==> src/rtl/cacheline_adaptor_if.sv <==
// Bundle of arbiter-side line signals and memory-side burst signals for the cache line adaptor.
// The slave modport is the adaptor's view; master is the view of whatever drives it.
interface cacheline_adaptor_if;
   logic [255:0] line_i;
   logic [255:0] line_o;
   logic [31:0]  address_i;
   logic         read_i;
   logic         write_i;
   logic         resp_o;
   logic [63:0]  burst_i;
   logic [63:0]  burst_o;
   logic [31:0]  address_o;
   logic         read_o;
   logic         write_o;
   logic         resp_i;

   modport slave (
      input  line_i, address_i, read_i, write_i, burst_i, resp_i,
      output line_o, resp_o, burst_o, address_o, read_o, write_o
   );

   modport master (
      output line_i, address_i, read_i, write_i, burst_i, resp_i,
      input  line_o, resp_o, burst_o, address_o, read_o, write_o
   );
endinterface

==> src/rtl/cacheline_adaptor.sv <==
// Converts 256-bit line reads/writes into four 64-bit memory beats, lowest beat first.
// Define ADAPTOR_FAST_RESP_EN to respond on the fourth beat instead of a separate DONE cycle.
module cacheline_adaptor (
   input logic              clk,
   input logic              rst,
   cacheline_adaptor_if.slave bus
);

   typedef enum logic [1:0] {IDLE, READ, WRITE, DONE} state_t;

   state_t       state, state_n;
   logic [1:0]   cnt, cnt_n;
   logic [31:0]  addr;
   logic [255:0] data;
   logic [255:0] line_q;
   logic [63:0]  cur_beat;
   logic         start_rd, start_wr, beat, last_beat, hold;

   always_ff @(posedge clk or posedge rst) begin
      if (rst) begin
         state <= IDLE;
         cnt   <= 2'd0;
      end else begin
         state <= state_n;
         cnt   <= cnt_n;
      end
   end

   always_comb begin
      state_n   = state;
      cnt_n     = cnt;
      start_rd  = 1'b0;
      start_wr  = 1'b0;
      beat      = 1'b0;
      last_beat = 1'b0;
      case (state)
         IDLE: begin
            // A write wins when both requests are raised together
            if (!hold) begin
               if (bus.write_i) begin
                  state_n  = WRITE;
                  start_wr = 1'b1;
                  cnt_n    = 2'd0;
               end else if (bus.read_i) begin
                  state_n  = READ;
                  start_rd = 1'b1;
                  cnt_n    = 2'd0;
               end
            end
         end
         READ, WRITE: begin
            if (bus.resp_i) begin
               beat  = 1'b1;
               cnt_n = cnt + 2'd1;
               if (cnt == 2'd3) begin
                  last_beat = 1'b1;
`ifdef ADAPTOR_FAST_RESP_EN
                  state_n = IDLE;
`else
                  state_n = DONE;
`endif
               end
            end
         end
         DONE: state_n = IDLE;
         default: state_n = IDLE;
      endcase
   end

   always_comb begin
      cur_beat = data[{cnt, 6'd0} +: 64];
   end

`ifdef ADAPTOR_FAST_RESP_EN
   // Blocks new requests for the IDLE cycle right after a fast response
   always_ff @(posedge clk or posedge rst) begin
      if (rst) begin
         hold <= 1'b0;
      end else begin
         hold <= last_beat;
      end
   end
`else
   assign hold = 1'b0;
`endif

   // The data register holds the write line, or the read line being assembled
   always_ff @(posedge clk or posedge rst) begin
      if (rst) begin
         addr   <= 32'd0;
         data   <= 256'd0;
         line_q <= 256'd0;
      end else begin
         if (start_rd || start_wr) begin
            addr <= {bus.address_i[31:5], 5'd0};
         end
         if (start_wr) begin
            data <= bus.line_i;
         end
         if (state == READ && beat) begin
            data[{cnt, 6'd0} +: 64] <= bus.burst_i;
            if (last_beat) begin
               line_q <= {bus.burst_i, data[191:0]};
            end
         end
      end
   end

   always_comb begin
      bus.address_o = (state == READ || state == WRITE) ? addr : 32'd0;
      bus.read_o    = (state == READ);
      bus.write_o   = (state == WRITE);
      bus.burst_o   = (state == WRITE) ? cur_beat : 64'd0;
`ifdef ADAPTOR_FAST_RESP_EN
      bus.resp_o    = last_beat;
      bus.line_o    = (last_beat && state == READ) ? {bus.burst_i, data[191:0]} : line_q;
`else
      bus.resp_o    = (state == DONE);
      bus.line_o    = line_q;
`endif
   end

endmodule

==> src/flat_wrapper.sv <==
// flat-port wrapper written by rule: the top's interface ports become plain ports
module cacheline_adaptor_flat 
  (clk, rst, bus_line_i, bus_address_i, bus_read_i, bus_write_i, bus_burst_i, bus_resp_i, bus_line_o, bus_resp_o, bus_burst_o, bus_address_o, bus_read_o, bus_write_o);
  cacheline_adaptor_if bus_i ();
  input logic clk;
  input logic rst;
  input wire logic [$bits(bus_i.line_i)-1:0] bus_line_i;
  input wire logic [$bits(bus_i.address_i)-1:0] bus_address_i;
  input wire logic [$bits(bus_i.read_i)-1:0] bus_read_i;
  input wire logic [$bits(bus_i.write_i)-1:0] bus_write_i;
  input wire logic [$bits(bus_i.burst_i)-1:0] bus_burst_i;
  input wire logic [$bits(bus_i.resp_i)-1:0] bus_resp_i;
  output wire logic [$bits(bus_i.line_o)-1:0] bus_line_o;
  output wire logic [$bits(bus_i.resp_o)-1:0] bus_resp_o;
  output wire logic [$bits(bus_i.burst_o)-1:0] bus_burst_o;
  output wire logic [$bits(bus_i.address_o)-1:0] bus_address_o;
  output wire logic [$bits(bus_i.read_o)-1:0] bus_read_o;
  output wire logic [$bits(bus_i.write_o)-1:0] bus_write_o;
  assign bus_i.line_i = bus_line_i;
  assign bus_i.address_i = bus_address_i;
  assign bus_i.read_i = bus_read_i;
  assign bus_i.write_i = bus_write_i;
  assign bus_i.burst_i = bus_burst_i;
  assign bus_i.resp_i = bus_resp_i;
  assign bus_line_o = bus_i.line_o;
  assign bus_resp_o = bus_i.resp_o;
  assign bus_burst_o = bus_i.burst_o;
  assign bus_address_o = bus_i.address_o;
  assign bus_read_o = bus_i.read_o;
  assign bus_write_o = bus_i.write_o;
  cacheline_adaptor u_core (.clk(clk), .rst(rst), .bus(bus_i));
endmodule
==> config.mk <==
export PLATFORM = sky130hd
export DESIGN_NAME = cacheline_adaptor_flat
export DESIGN_NICKNAME = d
export VERILOG_FILES = /design/src/rtl/cacheline_adaptor_if.sv /design/src/rtl/cacheline_adaptor.sv /design/src/flat_wrapper.sv
export SDC_FILE = /design/constraint.sdc
export NUM_CORES = 1
export LEC_CHECK = 0
export CAP_MARGIN = 20
export CORE_MARGIN = 2
export CORE_UTILIZATION = 35
export CTS_BUF_LIST = sky130_fd_sc_hd__clkbuf_4
export DETAILED_ROUTE_END_ITERATION = 12
export SYNTH_ARGS = -nofsm -noshare
export SYNTH_HDL_FRONTEND = slang
export SYNTH_SLANG_ARGS = --single-unit
==> constraint.sdc <==
create_clock -name clk -period 28.2 [get_ports clk]
set_input_delay 5.64 -clock clk [delete_from_list [all_inputs] [get_ports clk]]
set_output_delay 5.64 -clock clk [all_outputs]
set_load 0.01 [all_outputs]
* After elaboration in Yosys (flattened, before gate mapping)
Index checks and enable logic that the tools add are counted.
Storage, ports and cells: flip-flop bits (word level) 543, input bits 357, word-level logic and storage cells 50
Operators by class: add/sub/neg operators 2, equal/unequal tests 7, shift operators 3, mux-type cells 24, reductions and logical operators 9
Operator list (count):
- 256-bit 2-to-1 mux | 2
- 256-bit bitwise mux | 1
- 64-bit by 10-bit variable shift with 256-bit output (first input constant) | 1
- 256-bit by 9-bit variable part select with 64-bit output | 1
- 64-bit by 10-bit variable part select with 256-bit output | 1
- 64-bit 2-to-1 mux | 1
- 32-bit 2-to-1 mux | 1
- 2-bit 2-to-1 mux | 7
- 1-bit 2-to-1 mux | 10
- 8-bit negation with 10-bit output | 1
- 2-bit equality test (second input constant) | 3
- 2-bit case mux with 3 select lines | 1
- 3-bit AND reduction | 2
- 2-bit case mux with 2 select lines | 1
- 3-bit inequality test (second input constant) | 1
- 2-bit by 1-bit adder with 2-bit output (second input constant) | 1
- 2-bit by 1-bit equality test with 1-bit output (second input constant) | 1
- 2-bit logical NOT | 1
- 1-bit logical OR | 2
- 2-bit by 1-bit inequality test with 1-bit output (second input constant) | 1
- 2-bit inequality test (second input constant) | 1
- 2-bit AND reduction | 1
- 2-bit nonzero test | 1
- 2-bit OR reduction | 1
- 1-bit logical AND | 1

* Longest topological paths before layout
depth in word-level cells 5, gate-level depth with buffers 9

* Worst setup path after synthesis
Ideal clock, no wire load.
kind register to output, start register u_core.cnt[0], end output bus_burst_o[10], arrival 1512 ps, required time 22560 ps, setup slack 21048 ps, cell stages (with the launch flop) 5, buffers on the path 2, cells stage by stage dfrtp_1 -> buf_2 -> buf_2 -> mux4_2 -> and2_1
Between the ends: word-level cells in the longest chain between the ends 2
RTL lines:
- start: declaration | RTL line cacheline_adaptor.sv:12 | logic [1:0] cnt, cnt_n;
- start signal: assignment | RTL line cacheline_adaptor.sv:25 | cnt <= cnt_n;
- 256-bit by 9-bit variable part select with 64-bit output | RTL line cacheline_adaptor.sv:71 | cur_beat = data[{cnt, 6'd0} +: 64];
- 64-bit 2-to-1 mux | RTL line cacheline_adaptor.sv:113 | bus.burst_o = (state == WRITE) ? cur_beat : 64'd0;
- end: declaration | RTL line flat_wrapper.sv:15 | output wire logic [$bits(bus_i.burst_o)-1:0] bus_burst_o;
No other way between the ends.

* Final worst setup path
start register u_core.cnt[0], end output bus_burst_o[0]
The elaborated chain is that of the path after synthesis.

==> impl_metrics.ini <==
[logic_synthesis]
yosysTopAreaCell = dfrtp_1
ys_ff_latch = 543
synth_cells = 1683
syn_area_per_cell_um2 = 15.3
synthFlopType = dfrtp_1
async_flop_share = 1.00
synthTopCellsByArea = dfrtp_1 53%, mux2_4 14%, mux2i_1 10%
synth-seq-area-share = 0.529
ys_warn_count = 0
netlist_area_um2 = 25700
synth_common_cells = 543 x dfrtp_1, 259 x mux2i_1, 256 x o2bb2ai_1
synth_top_area_frac = 0.529
synth_edf_count = 0
yosysMostFrequentCell = dfrtp_1
synth_cell_type_count = 29

[place]
postPlaceCellArea_um2 = 33300
place_congestion = 0.850
hpwl_um = 59300
portBuffers = 701
post-place-cells = 3226
place_ws_ns = 18.64

[worst_setup_path]
crit_arrival_ns = 4.19
path_max_fanout = 39
endpoint_kind = output pin
rr_startpoint = u_core.cnt[0]
cp.required_ns = 22.56
r2r_end = u_core.bus.line_o[158]
reg2reg_depth = 5
cp-start-kind = flop
reg2reg_slack_ns = 24.09
criticalPathCategory = reg -> out

[pwr]
peakVddDrop_v = 0.0000717
p_leak_nw = 16.9
power.total_mw = 3.40
p_per_area_nw_per_um2 = 96.3

[sta]
setup_viol = 0
hold_viol_final = 0
timing.final.ws_setup_ns = 18.38
final.setup.tns_ns = 0
rsz0062_at_grt = false
max_freq_mhz = 102
final.period_utilization = 0.348
tightestPinTransition_ns = 1.18
finalCriticalPeriod_ns = 9.83
slew_headroom = 0.214
final_max_slew_viol_count = 0
clock_skew_ns = 0.0846

[floorplan]
die_y_um = 275
row_count = 99
core_um2 = 72800
die_area_um2 = 75600
initial_core_util = 0.353
fp.dieW_um = 275
pin_count = 712

[outcome]
status = completed

[clock_network]
htreeDepth = 4
clockBufferDepth = 3
cts_tree = done
clkSinkCount = 543
ctsResizeCount = 0
clkTransAtPathRegs_ns = 0.07
clk_latency_ns = 0.99
cts_root_buf = clkbuf_4
cts_setup_buffers = 0
hold_buffers = 0
numCtsBuffers = 157

[global_route]
overflow = 0
grt_usage = 0.239
top_usage_layer = met2
grt_antenna_before_repair = 22
use_met2 = 0.397
grt_pass1_vias = 19800
grt_util_met3 = 0.0711
grt_max_degree = 131
gr-usage-met1 = 0.292
grt_pass1_wl_um = 133000

[layout]
drive_above_1_share = 0.246
final_nets = 2794
post-route-cell-area_um2 = 35300
syn2layout_area_growth_pct = 37.5
fin_cells = 3514

[hold_path]
hp-class = reg -> reg
hold_depth = 1
hp-start = u_core.data[42]
whs_endpoint = u_core.bus.line_o[42]

[drt]
drt_iter0_markers = 960
totalWireLength_um = 91800
dr.pass1.iters = 6
num_vias = 18100
wl_per_cell_um = 26.1
ant_nets = 0
route.detailed.drc = 0
vias_per_cell = 5.16

[flow_run]
maxCapViolCount = 0
## cells by family (layout without fill, tap and decap cells)
kind of cell | Yosys count | after routing | synth area share
AOI/OAI and AO/OA | 263 | 263 | 0.0890
adders and majority gates | 10 | 10 | 0.00487
buffers and inverters | 149 | 996 | 0.0350
DFF | 543 | 543 | 0.529
muxes | 606 | 606 | 0.316
other | 1 | 26 | 0.000146
and+or+nand+nor | 111 | 111 | 0.0266
## metrics by stage
stage | utilization | hold slack (ns)
6_report | 0.485 | 0.458
5_1_grt | 0.485 | 0.495
4_1_cts | 0.484 | 0.459
3_5_place_dp | 0.458 | 0.486
3_3_place_gp | 0.458 | 0.480
2_1_floorplan | - | 0.471
## registers in the layout, summed over array words and instances, names as in the netlist
| name | count |
|---|---|
| u_core.addr | 27 |
| u_core.state | 2 |
| u_core.data | 256 |
| u_core.cnt | 2 |
| u_core.bus.line_o | 256 |
## power by group
group,total [mW],internal [mW],switching (mW)
Clock,0.728,0.373,0.354
Sequential,1.31,1.08,0.234
Combinational,1.36,0.802,0.561
## per-layer routing
metal	routed length [µm]	up-vias	share of wire
met4	2400	10	0.026
met1	37400	9354	0.41
li1	-	7953	-
met5	72	-	0.00078
met2	45700	648	0.50
met3	6190	171	0.067
## worst max-delay path by stage
stage | from | endpoint | cells after the start
2_1_floorplan | rst | u_core.addr[10] | 1
3_3_place_gp | rst | u_core.bus.line_o[112] | 5
3_5_place_dp | rst | u_core.bus.line_o[103] | 5
4_1_cts | u_core.cnt[0] | bus_burst_o[0] | 4
5_1_grt | u_core.cnt[0] | bus_burst_o[0] | 4
6_report | u_core.cnt[0] | bus_burst_o[0] | 4
## critical path: stages, from the launching register on
cell and delay, ns:
dfrtp_4 1.00, buf_4 0.83, mux4_2 0.58, and2_1 0.16
clkdlybuf4s50_1 0.64
## layout by cell type, fill, tap and decap left out, types with 2 or more instances in the layout
cell,instances
mux2_2,43
inv_1,4
mux2_4,240
and4_4,2
o2bb2ai_1,256
mux4_2,64
nor2_1,3
mux2i_1,259
diode_2,21
nand2_1,4
clkbuf_4,223
inv_8,2
clkinvlp_4,6
dfrtp_1,541
inv_6,3
dfrtp_4,2
buf_12,2
conb_1,5
clkinv_4,2
o21ai_0,3
clkdlybuf4s50_1,701
ha_1,9
and2_1,91
and3_4,5
buf_4,21
clkinv_1,28
## cell type report
type                       count  area [µm²]
fill                        6430       37500
timing repair buffer         725        7240
tap                          959        1200
clock inverter                43         244
multi-input combinational    995       11300
inverter                       5        26.3
antenna                       21        52.6
sequential                   543       13600
clock buffer                 223        1670
No activity file was read; power rests on OpenSTA's default activity.
